<file path="config.mk">
export PLATFORM = sky130hd
export DESIGN_NAME = morse_rx_decoder
export DESIGN_NICKNAME = d
export VERILOG_FILES = /design/src/rtl/morse_pkg.sv /design/src/rtl/morse_rx_lut.sv /design/src/rtl/morse_rx_decoder.sv
export SDC_FILE = /design/constraint.sdc
export NUM_CORES = 1
export LEC_CHECK = 0
export ABC_AREA = 1
export BUFFER_PORTS_ARGS = -buffer_cell sky130_fd_sc_hd__buf_2
export CAP_MARGIN = 20
export CORE_ASPECT_RATIO = 1.75
export CORE_MARGIN = 2
export CORE_UTILIZATION = 55
export CTS_CLUSTER_SIZE = 20
export DETAILED_ROUTE_END_ITERATION = 10
export GPL_ROUTABILITY_DRIVEN = 0
export MAX_ROUTING_LAYER = met4
export PLACE_DENSITY = 0.73
export REMOVE_ABC_BUFFERS = 1
export SLEW_MARGIN = 20
export SYNTH_ARGS = -nofsm -noshare
export SYNTH_HDL_FRONTEND = slang
export SYNTH_SLANG_ARGS = --single-unit
export TNS_END_PERCENT = 100
</file>
<file path="constraint.sdc">
create_clock -name clk -period 4.76 [get_ports clk]
set_clock_uncertainty 0.1 [all_clocks]
set_input_delay 0.952 -clock clk [delete_from_list [all_inputs] [get_ports clk]]
set_output_delay 0.952 -clock clk [all_outputs]
set_load 0.1 [all_outputs]
</file>
<file path="src/rtl/morse_pkg.sv">
// Shared types and constants for the Morse receive path: FSM states, ASCII codes, gap thresholds.
// No logic; no latency or backpressure of its own.
package morse_pkg;

    typedef enum logic [1:0] {
        ST_IDLE    = 2'd0,
        ST_MARK    = 2'd1,
        ST_GAP     = 2'd2,
        ST_CHARGAP = 2'd3
    } rx_state_t;

    localparam logic [7:0] ASCII_SPACE   = 8'h20;
    localparam logic [7:0] ASCII_UNKNOWN = 8'h3F;
    localparam logic [7:0] ASCII_ETX     = 8'h03;

    localparam int CHARGAP_UNITS = 2;
    localparam int WORDGAP_UNITS = 5;

    localparam logic ELEM_DOT  = 1'b0;
    localparam logic ELEM_DASH = 1'b1;

endpackage

</file>
<file path="src/rtl/morse_rx_lut.sv">
// Combinational {len, pattern} -> ASCII lookup; first element sits at bit len-1, dash=1.
// Zero latency, no backpressure. MORSE_RX_PROSIGN_EN adds .-.-. (AR) -> ETX.
module morse_rx_lut
    import morse_pkg::*;
(
    input  logic [2:0] len_i,
    input  logic [5:0] pattern_i,
    output logic [7:0] ascii_o,
    output logic       known_o
);

    always_comb begin
        ascii_o = ASCII_UNKNOWN;
        known_o = 1'b1;
        case (len_i)
            3'd1: case (pattern_i)
                6'd0:    ascii_o = 8'h45; // E
                6'd1:    ascii_o = 8'h54; // T
                default: known_o = 1'b0;
            endcase
            3'd2: case (pattern_i)
                6'd0:    ascii_o = 8'h49; // I
                6'd1:    ascii_o = 8'h41; // A
                6'd2:    ascii_o = 8'h4E; // N
                6'd3:    ascii_o = 8'h4D; // M
                default: known_o = 1'b0;
            endcase
            3'd3: case (pattern_i)
                6'd0:    ascii_o = 8'h53; // S
                6'd1:    ascii_o = 8'h55; // U
                6'd2:    ascii_o = 8'h52; // R
                6'd3:    ascii_o = 8'h57; // W
                6'd4:    ascii_o = 8'h44; // D
                6'd5:    ascii_o = 8'h4B; // K
                6'd6:    ascii_o = 8'h47; // G
                6'd7:    ascii_o = 8'h4F; // O
                default: known_o = 1'b0;
            endcase
            3'd4: case (pattern_i)
                6'd0:    ascii_o = 8'h48; // H
                6'd1:    ascii_o = 8'h56; // V
                6'd2:    ascii_o = 8'h46; // F
                6'd4:    ascii_o = 8'h4C; // L
                6'd6:    ascii_o = 8'h50; // P
                6'd7:    ascii_o = 8'h4A; // J
                6'd8:    ascii_o = 8'h42; // B
                6'd9:    ascii_o = 8'h58; // X
                6'd10:   ascii_o = 8'h43; // C
                6'd11:   ascii_o = 8'h59; // Y
                6'd12:   ascii_o = 8'h5A; // Z
                6'd13:   ascii_o = 8'h51; // Q
                default: known_o = 1'b0;
            endcase
            3'd5: case (pattern_i)
                6'd0:    ascii_o = 8'h35;
                6'd1:    ascii_o = 8'h34;
                6'd3:    ascii_o = 8'h33;
                6'd7:    ascii_o = 8'h32;
                6'd15:   ascii_o = 8'h31;
                6'd31:   ascii_o = 8'h30;
                6'd16:   ascii_o = 8'h36;
                6'd24:   ascii_o = 8'h37;
                6'd28:   ascii_o = 8'h38;
                6'd30:   ascii_o = 8'h39;
`ifdef MORSE_RX_PROSIGN_EN
                6'd10:   ascii_o = ASCII_ETX;
`else
                6'd10:   known_o = 1'b0;
`endif
                default: known_o = 1'b0;
            endcase
            default: known_o = 1'b0;
        endcase
    end

endmodule

</file>
<file path="src/rtl/morse_rx_decoder.sv">
// Morse line receiver: times marks/spaces in bit-time units, decodes characters, registers ASCII out.
// Code valid 1 cycle after the gap tick; a busy output register drops new codes and pulses OVR.
// MORSE_RX_PROSIGN_EN (in morse_rx_lut) enables AR -> ETX decoding.
module morse_rx_decoder
    import morse_pkg::*;
#(
    parameter int UNIT_W   = 3,
    parameter int MAX_ELEM = 6
) (
    input  logic        clk,
    input  logic        rst,
    input  logic        EN,
    input  logic [31:0] BIT_TIME,
    input  logic        INV,
    input  logic        IN,
    output logic [7:0]  DOUT,
    output logic        VALID,
    input  logic        READY,
    output logic        BUSY,
    output logic        ERR,
    output logic        OVR
);

    localparam logic [UNIT_W-1:0] UNITS_MAX = '1;
    localparam logic [UNIT_W-1:0] CG_PRE    = UNIT_W'(CHARGAP_UNITS - 1);
    localparam logic [UNIT_W-1:0] WG_PRE    = UNIT_W'(WORDGAP_UNITS - 1);

    logic              s1_q, s2_q, line_q;
    logic              line, rise, fall, lvl_chg, tick;
    logic [31:0]       bt, cyc_q;
    logic [UNIT_W-1:0] units_q;

    rx_state_t           state_q;
    logic [MAX_ELEM-1:0] pattern_q;
    logic [2:0]          len_q;
    logic                ovf_q, busy_q, valid_q, err_q, ovr_q;
    logic [7:0]          dout_q;

    logic [5:0] lut_pat;
    logic [7:0] lut_ascii;
    logic       lut_known;
    logic       emit_vld, emit_err, elem;
    logic [7:0] emit_dat;

    assign line    = s2_q ^ INV;
    assign rise    = line & ~line_q;
    assign fall    = ~line & line_q;
    assign lvl_chg = line ^ line_q;
    assign bt      = (BIT_TIME == 32'd0) ? 32'd1 : BIT_TIME;
    assign tick    = (cyc_q >= bt - 32'd1);
    assign elem    = (units_q >= UNIT_W'(2)) ? ELEM_DASH : ELEM_DOT;

    // Half-unit preload makes units the rounded length of the current level.
    always_ff @(posedge clk or posedge rst) begin
        if (rst) begin
            s1_q    <= 1'b0;
            s2_q    <= 1'b0;
            line_q  <= 1'b0;
            cyc_q   <= 32'd0;
            units_q <= '0;
        end else begin
            s1_q   <= IN;
            s2_q   <= s1_q;
            line_q <= line;
            if (lvl_chg) begin
                cyc_q   <= bt >> 1;
                units_q <= '0;
            end else if (tick) begin
                cyc_q <= 32'd0;
                if (units_q != UNITS_MAX)
                    units_q <= units_q + UNIT_W'(1);
            end else begin
                cyc_q <= cyc_q + 32'd1;
            end
        end
    end

    assign lut_pat = 6'(pattern_q);

    morse_rx_lut u_lut (
        .len_i     (len_q),
        .pattern_i (lut_pat),
        .ascii_o   (lut_ascii),
        .known_o   (lut_known)
    );

    always_comb begin
        emit_vld = 1'b0;
        emit_err = 1'b0;
        emit_dat = ASCII_UNKNOWN;
        if (EN && !lvl_chg && tick) begin
            if (state_q == ST_GAP && units_q == CG_PRE && len_q != 3'd0) begin
                emit_vld = 1'b1;
                if (lut_known && !ovf_q)
                    emit_dat = lut_ascii;
                else
                    emit_err = 1'b1;
            end else if (state_q == ST_CHARGAP && units_q == WG_PRE) begin
                emit_vld = 1'b1;
                emit_dat = ASCII_SPACE;
            end
        end
    end

    always_ff @(posedge clk or posedge rst) begin
        if (rst) begin
            state_q   <= ST_IDLE;
            pattern_q <= '0;
            len_q     <= 3'd0;
            ovf_q     <= 1'b0;
            busy_q    <= 1'b0;
            dout_q    <= 8'h00;
            valid_q   <= 1'b0;
            err_q     <= 1'b0;
            ovr_q     <= 1'b0;
        end else begin
            err_q <= emit_vld & emit_err;
            ovr_q <= 1'b0;
            if (emit_vld) begin
                if (valid_q && !READY) begin
                    ovr_q <= 1'b1;
                end else begin
                    dout_q  <= emit_dat;
                    valid_q <= 1'b1;
                end
            end else if (valid_q && READY) begin
                valid_q <= 1'b0;
            end

            if (!EN) begin
                state_q   <= ST_IDLE;
                busy_q    <= 1'b0;
                pattern_q <= '0;
                len_q     <= 3'd0;
                ovf_q     <= 1'b0;
            end else begin
                case (state_q)
                    ST_IDLE: if (rise) begin
                        state_q   <= ST_MARK;
                        busy_q    <= 1'b1;
                        pattern_q <= '0;
                        len_q     <= 3'd0;
                        ovf_q     <= 1'b0;
                    end
                    ST_MARK: if (fall) begin
                        state_q <= ST_GAP;
                        if (units_q != '0) begin
                            if (len_q == 3'(MAX_ELEM)) begin
                                ovf_q <= 1'b1;
                            end else begin
                                pattern_q <= {pattern_q[MAX_ELEM-2:0], elem};
                                len_q     <= len_q + 3'd1;
                            end
                        end
                    end
                    ST_GAP: begin
                        if (rise)
                            state_q <= ST_MARK;
                        else if (tick && units_q == CG_PRE)
                            state_q <= ST_CHARGAP;
                    end
                    ST_CHARGAP: begin
                        if (rise) begin
                            state_q   <= ST_MARK;
                            pattern_q <= '0;
                            len_q     <= 3'd0;
                            ovf_q     <= 1'b0;
                        end else if (tick && units_q == WG_PRE) begin
                            state_q <= ST_IDLE;
                            busy_q  <= 1'b0;
                        end
                    end
                    default: begin
                        state_q <= ST_IDLE;
                        busy_q  <= 1'b0;
                    end
                endcase
            end
        end
    end

    assign DOUT  = dout_q;
    assign VALID = valid_q;
    assign BUSY  = busy_q;
    assign ERR   = err_q;
    assign OVR   = ovr_q;

endmodule

</file>
# ---- Word level (Yosys, flattened, before mapping)
# Index checks and enable logic that the tools add are counted.
dict set report classes {
  bitwise 8
  n_addsub 4
  magnitude_cmp 2
  muxes 65
  n_reduce_logical 34
  eq_ne 44
}
# op count
set op_table {}
lappend op_table {{$mux 32} 3}
lappend op_table {{$pmux 7 s12} 1}
lappend op_table {{$pmux 7 s8} 1}
lappend op_table {{$eq 6x4->1 const B} 7}
lappend op_table {{$pmux 4 s10} 1}
lappend op_table {{$pmux 8 s5} 1}
lappend op_table {{$add 32x1->32 const B} 1}
lappend op_table {{$ge 32x32->1} 1}
lappend op_table {{$logic_not 32->1} 1}
lappend op_table {{$sub 32x1->32 const B} 1}
lappend op_table {{$eq 6x5->1 const B} 5}
lappend op_table {{$mux 6} 5}
lappend op_table {{$pmux 7 s4} 1}
lappend op_table {{$mux 1} 26}
lappend op_table {{$eq 6x3->1 const B} 4}
lappend op_table {{$mux 3} 8}
lappend op_table {{$mux 8} 3}
lappend op_table {{$ne 3x3->1 const B} 7}
lappend op_table {{$mux 2} 7}
lappend op_table {{$pmux 7 s2} 1}
lappend op_table {{$eq 3x3->1 const B} 4}
lappend op_table {{$eq 6x2->1 const B} 2}
lappend op_table {{$pmux 6 s2} 1}
lappend op_table {{$reduce_or 12->1} 1}
lappend op_table {{other kinds (32)} 64}
dict set report word_totals {
  reg_bits 62
  word_cells 171
}

# ---- Depth between registers and ports, before layout
dict set report logic_depth {
  ltp_word 9
  ltp_mapped 31
}

# ---- Cells and area by module
# A second synthesis with hierarchy kept.
dict set report unflattened {
  hier_cells 876
  hier_area_um2 6067.1
}
# module seq_area_each_um2 instances cells_per_inst area_per_inst_um2
set modules_own_cells {}
lappend modules_own_cells {morse_rx_decoder 1551.5 1 711 5278.8}
lappend modules_own_cells {morse_rx_lut 0.0 1 165 788.3}

# ---- Worst setup path after synthesis
# Ideal clock, no wire load.
dict set report synth_timing {
  path_kind {input-to-reg}
  start {input port BIT_TIME[7]}
  end {register dout_q[5] (netlist: DOUT[5])}
  arrival_time_ns 4.076
  setup_slack_ns 0.471
  path_buffers 1
  required_time_ns 4.547
  setup_time_ns 0.113
  stages 29
  cell_sequence {inv_1 -> nand2_1 -> nor2_1 -> nand4_1 -> nor2_1 -> nand3_1 -> nand2_1 -> inv_1 -> ha_1 -> nand3_1 -> nor2_1 -> inv_1 -> nor2_4 -> nand4_1 -> nor4b_2 -> xor2_1 -> ha_1 -> nand2_1 -> nor2_1 -> nand2_1 -> nor2_1 -> nand2_1 -> nand2_2 -> buf_4 -> nand4_2 -> inv_2 -> nand2_1 -> nand2_1 -> inv_1}
}
dict set report synth_between {
  elab_chain_len 7
}
# item line
set synth_lines {}
lappend synth_lines {{from (decl)} morse_rx_decoder.sv:13} ;# input logic [31:0] BIT_TIME,
lappend synth_lines {{$logic_not 32->1} morse_rx_decoder.sv:49} ;# assign bt = (BIT_TIME == 32'd0) ? 32'd1 : BIT_TIME;
lappend synth_lines {{$mux 32 (*)} morse_rx_decoder.sv:49}
lappend synth_lines {{$sub 32x1->32 (*)} morse_rx_decoder.sv:50} ;# assign tick = (cyc_q >= bt - 32'd1);
lappend synth_lines {{$ge 32x32->1 (*)} morse_rx_decoder.sv:50}
lappend synth_lines {{$logic_and 1x1->1 (*)} morse_rx_decoder.sv:91} ;# if (EN && !lvl_chg && tick) begin
lappend synth_lines {{$mux 1} morse_rx_decoder.sv:91}
lappend synth_lines {{$reduce_and 2->1 (no line)} --}
lappend synth_lines {{to (signal assigned)} morse_rx_decoder.sv:123} ;# dout_q <= emit_dat;
lappend synth_lines {{to (decl)} morse_rx_decoder.sv:37} ;# logic [7:0] dout_q;
# Mark *: on every way between the ends. The rest lies on a longest branch, timed or not.
# A chain may end at the register's enable or synchronous reset.

# ---- Worst setup path in the final report
dict set report layout_timing {
  start {input port BIT_TIME[13]}
  end {register cyc_q[19]}
}
dict set report layout_between {
  elab_chain_len 6
}
# item line
set layout_lines {}
lappend layout_lines {{$logic_not 32->1} morse_rx_decoder.sv:49}
lappend layout_lines {{$mux 32 (*)} morse_rx_decoder.sv:49}
lappend layout_lines {{$sub 32x1->32} morse_rx_decoder.sv:50}
lappend layout_lines {{$ge 32x32->1} morse_rx_decoder.sv:50}
lappend layout_lines {{$mux 32} morse_rx_decoder.sv:68} ;# end else if (tick) begin
lappend layout_lines {{$mux 32 (*)} morse_rx_decoder.sv:65} ;# if (lvl_chg) begin
lappend layout_lines {{to (signal assigned)} morse_rx_decoder.sv:66} ;# cyc_q <= bt >> 1;
lappend layout_lines {{to (signal assigned)} morse_rx_decoder.sv:73} ;# cyc_q <= cyc_q + 32'd1;
lappend layout_lines {{to (decl)} morse_rx_decoder.sv:30} ;# logic [31:0] bt, cyc_q;
# Marks and branches as above.

==> flow_summary.ini <==
[critical_path]
cp.required_ns = 4.86
criticalPathCategory = input port to register
end_kind = register
reg2reg_slack_ns = 2.27
cp-startpoint = BIT_TIME[13]
ff2ff_path_depth = 7
reg2reg_from = s2_q
cp.arrival_ns = 4.56
r2r_end = cyc_q[9]
start_kind = input port
cp_max_fo = 17
crit_end = cyc_q[19]

[global_routing]
grt-ovfl-total = 0
grt_usage = 0.3512
grt_first_pass_wirelength_um = 29670
antenna_found_initial = 0
grt_max_degree = 43
grt_pass1_vias = 6311

[placement]
dp_cells = 1069
hpwlAfterDp_um = 14670
port_buffers = 48
pre_cts_ws_ns = -0.09309

[yosys]
synth_cells = 887
synthFlopType = dfrtp_1
yosys.area.top_type_share = 0.2580
async_reset_ff_frac = 1.000
synth.area.top_cells = dfrtp_1 26%, nand2_1 12%, ha_1 11%
yosysSeqAreaShare = 0.2580
synth.most_common_cell = nand2_1
synth.yosys.warnings = 0
synth_cell_types = 41
synth_area_sq_um = 5917
synth_seq_cells = 61
synth_top_area_cell = dfrtp_1
synthTopCellsByCount = 194 x nand2_1, 136 x inv_1, 104 x nor2_1
synth_edf_count = 0
syn_area_per_cell_sq_um = 6.671

[timing]
fmax_mhz = 224.0
finalCritPeriodShare = 0.9377
hold_viol_final = 0
tightest_slew_ns = 0.9341
finalCriticalPeriod_ns = 4.464
setup_viol = 0
slew_violations = 0
rsz0062_at_grt = no
finalSetupTns_ns = 0
relSlewSlack = 0.3773
setup_ws_ns = 0.2964

[floorplanning]
fp.dieH_um = 141.2
core_region_area_sq_um = 10570
row_count = 50
die_area_sq_um = 11640
die_x_um = 82.41
boundaryPins = 50
start_util = 0.5596

[power]
ir_drop_v = 0.0002178
leakagePower_nw = 3.321
power_density_nw_per_um2 = 364.7

[clock_network]
clk_pin_slew_ns = 0.05
htree_levels = 3
cts_hold_buf = 0
cts_tree = yes
clock_latency_ns = 0.33
clockBufferDepth = 2
cts_buffers = 9
root_buffer = clkbuf_16
cts_num_sinks = 61

[cells_and_area]
final_nets = 1039
syn2layout_area_growth_pct = 12.35
layout-drive-gt1-share = 0.1381
final_cells = 1086
antennaDiodeCount = 0

[route]
wirelength_um = 18210
ant_nets = 0
via_per_inst = 5.661
vias = 6148
wire_per_inst_um = 16.77
drt_pass1_iterations = 6
drt-initial-drc-count = 289
drc = 0

[min_path]
holdPathStages = 0
worstHoldStart = s1_q
hold_path.class = register to register

[status]
status = completed

[job]
maxCapViolCount = 0
## worst max-delay path: stages
cell     delay [ns]
buf_2          0.10
inv_1          0.10
nand2_1        0.09
nor2_1         0.22
nand4_1        0.11
nor2_1         0.17
nand3_1        0.12
nand2_1        0.09
inv_1          0.06
ha_1           0.19
nand3_1        0.11
nor2_1         0.06
buf_4          0.14
nand4_1        0.21
nor4_1         0.09
xor2_1         0.16
ha_1           0.29
nand2_1        0.06
nor2_1         0.13
nand2_1        0.12
nor2_1         0.20
nand2_1        0.09
nand2_2        0.16
nor2_2         0.07
inv_2          0.29
o21ai_0        0.14
## layer usage
layer / GRT usage / share of wire / vias to the layer above
met1: 0.3254 / 0.34 / 2790
met5: - / 0 / -
met4: 0.3096 / 0.10 / 0
li1: - / - / 3019
met3: 0.06786 / 0.042 / 120
met2: 0.5857 / 0.52 / 219
## layout make-up
class / instances / area (sq um)
well taps: 130 / 162.7
clock buffers: 11 / 232.7
clock inverters: 5 / 27.53
multi-input cells: 667 / 3776
flip-flops and latches: 61 / 1526
inverters: 147 / 554.3
fillers: 1041 / 3925
repair buffers: 65 / 367.9
## worst min-delay path by stage
| stage | to | slack [ns] |
|---|---|---|
| final | s2_q | 0.26 |
| after detailed placement | s2_q | 0.25 |
| after global routing | s2_q | 0.27 |
| after global placement | s2_q | 0.24 |
| after CTS | s2_q | 0.26 |
| after floorplan | s2_q | 0.23 |
## cells in the final DEF (no fill, tap or decap), types with 4 or more instances in the layout
cell | Yosys | layout
xor2_1 | 37 | 37
buf_2 | 3 | 48
nor2_1 | 104 | 104
clkinv_2 | 0 | 4
buf_4 | 4 | 17
o21ai_0 | 38 | 37
inv_2 | 8 | 9
dfrtp_1 | 61 | 61
nand4_1 | 22 | 22
nand2_2 | 12 | 12
a21o_1 | 6 | 6
xnor2_1 | 6 | 6
o22ai_1 | 25 | 25
inv_1 | 136 | 135
nor2_2 | 10 | 10
nor3_1 | 26 | 26
nand2_1 | 194 | 194
a21oi_1 | 24 | 23
o21ai_1 | 7 | 8
nor4_1 | 8 | 8
ha_1 | 50 | 50
nor2_4 | 6 | 6
clkbuf_16 | 0 | 9
nand3_1 | 61 | 61
nand3_2 | 8 | 8
o31ai_1 | 5 | 5
## sequential cells by signal, summed over array words and instances, names as in the netlist
signal	count
cyc_q	32
DOUT	7
lut_pat	6
len_q	3
units_q	3
state_q	2
BUSY	1
ERR	1
OVR	1
VALID	1
line_q	1
ovf_q	1
s1_q	1
s2_q	1
## logic make-up (layout without fill, tap and decap cells)
family,after synthesis,after routing,share of synthesized area
and+or+nand+nor,461,461,0.3603
buffers and inverters,159,228,0.1045
AOI/OAI and AO/OA,112,112,0.1072
DFF,61,61,0.2580
adders and majority gates,50,50,0.1057
xor gates and xnor gates,43,43,0.06365
other,1,1,0.0006338
## per-stage QoR
step / utilization / power (mW) / area, sq um / hold slack (ns)
floorplan: - / 1.515 / 5853 / 0.2312
global placement: 0.6031 / 1.794 / 6376 / 0.2378
detailed placement: 0.6031 / 1.811 / 6376 / 0.2485
CTS: 0.6277 / 2.411 / 6636 / 0.2592
global route: 0.6288 / 2.607 / 6648 / 0.2741
finish: 0.6288 / 2.424 / 6648 / 0.2564
## repair_timing
item | CTS | global route
gates resized for setup | 0 | 2
buffers inserted | 0 | 1
setup endpoints to repair | 0 | 31
endpoints found under the hold margin | 0 | 0
## where the power goes
part	internal, mW	switching, mW	leakage, nW
logic	0.350	0.701	2.44
registers	0.632	0.153	0.756
clock network	0.348	0.239	0.129
Note: power is estimated with default switching activity, not from simulation.
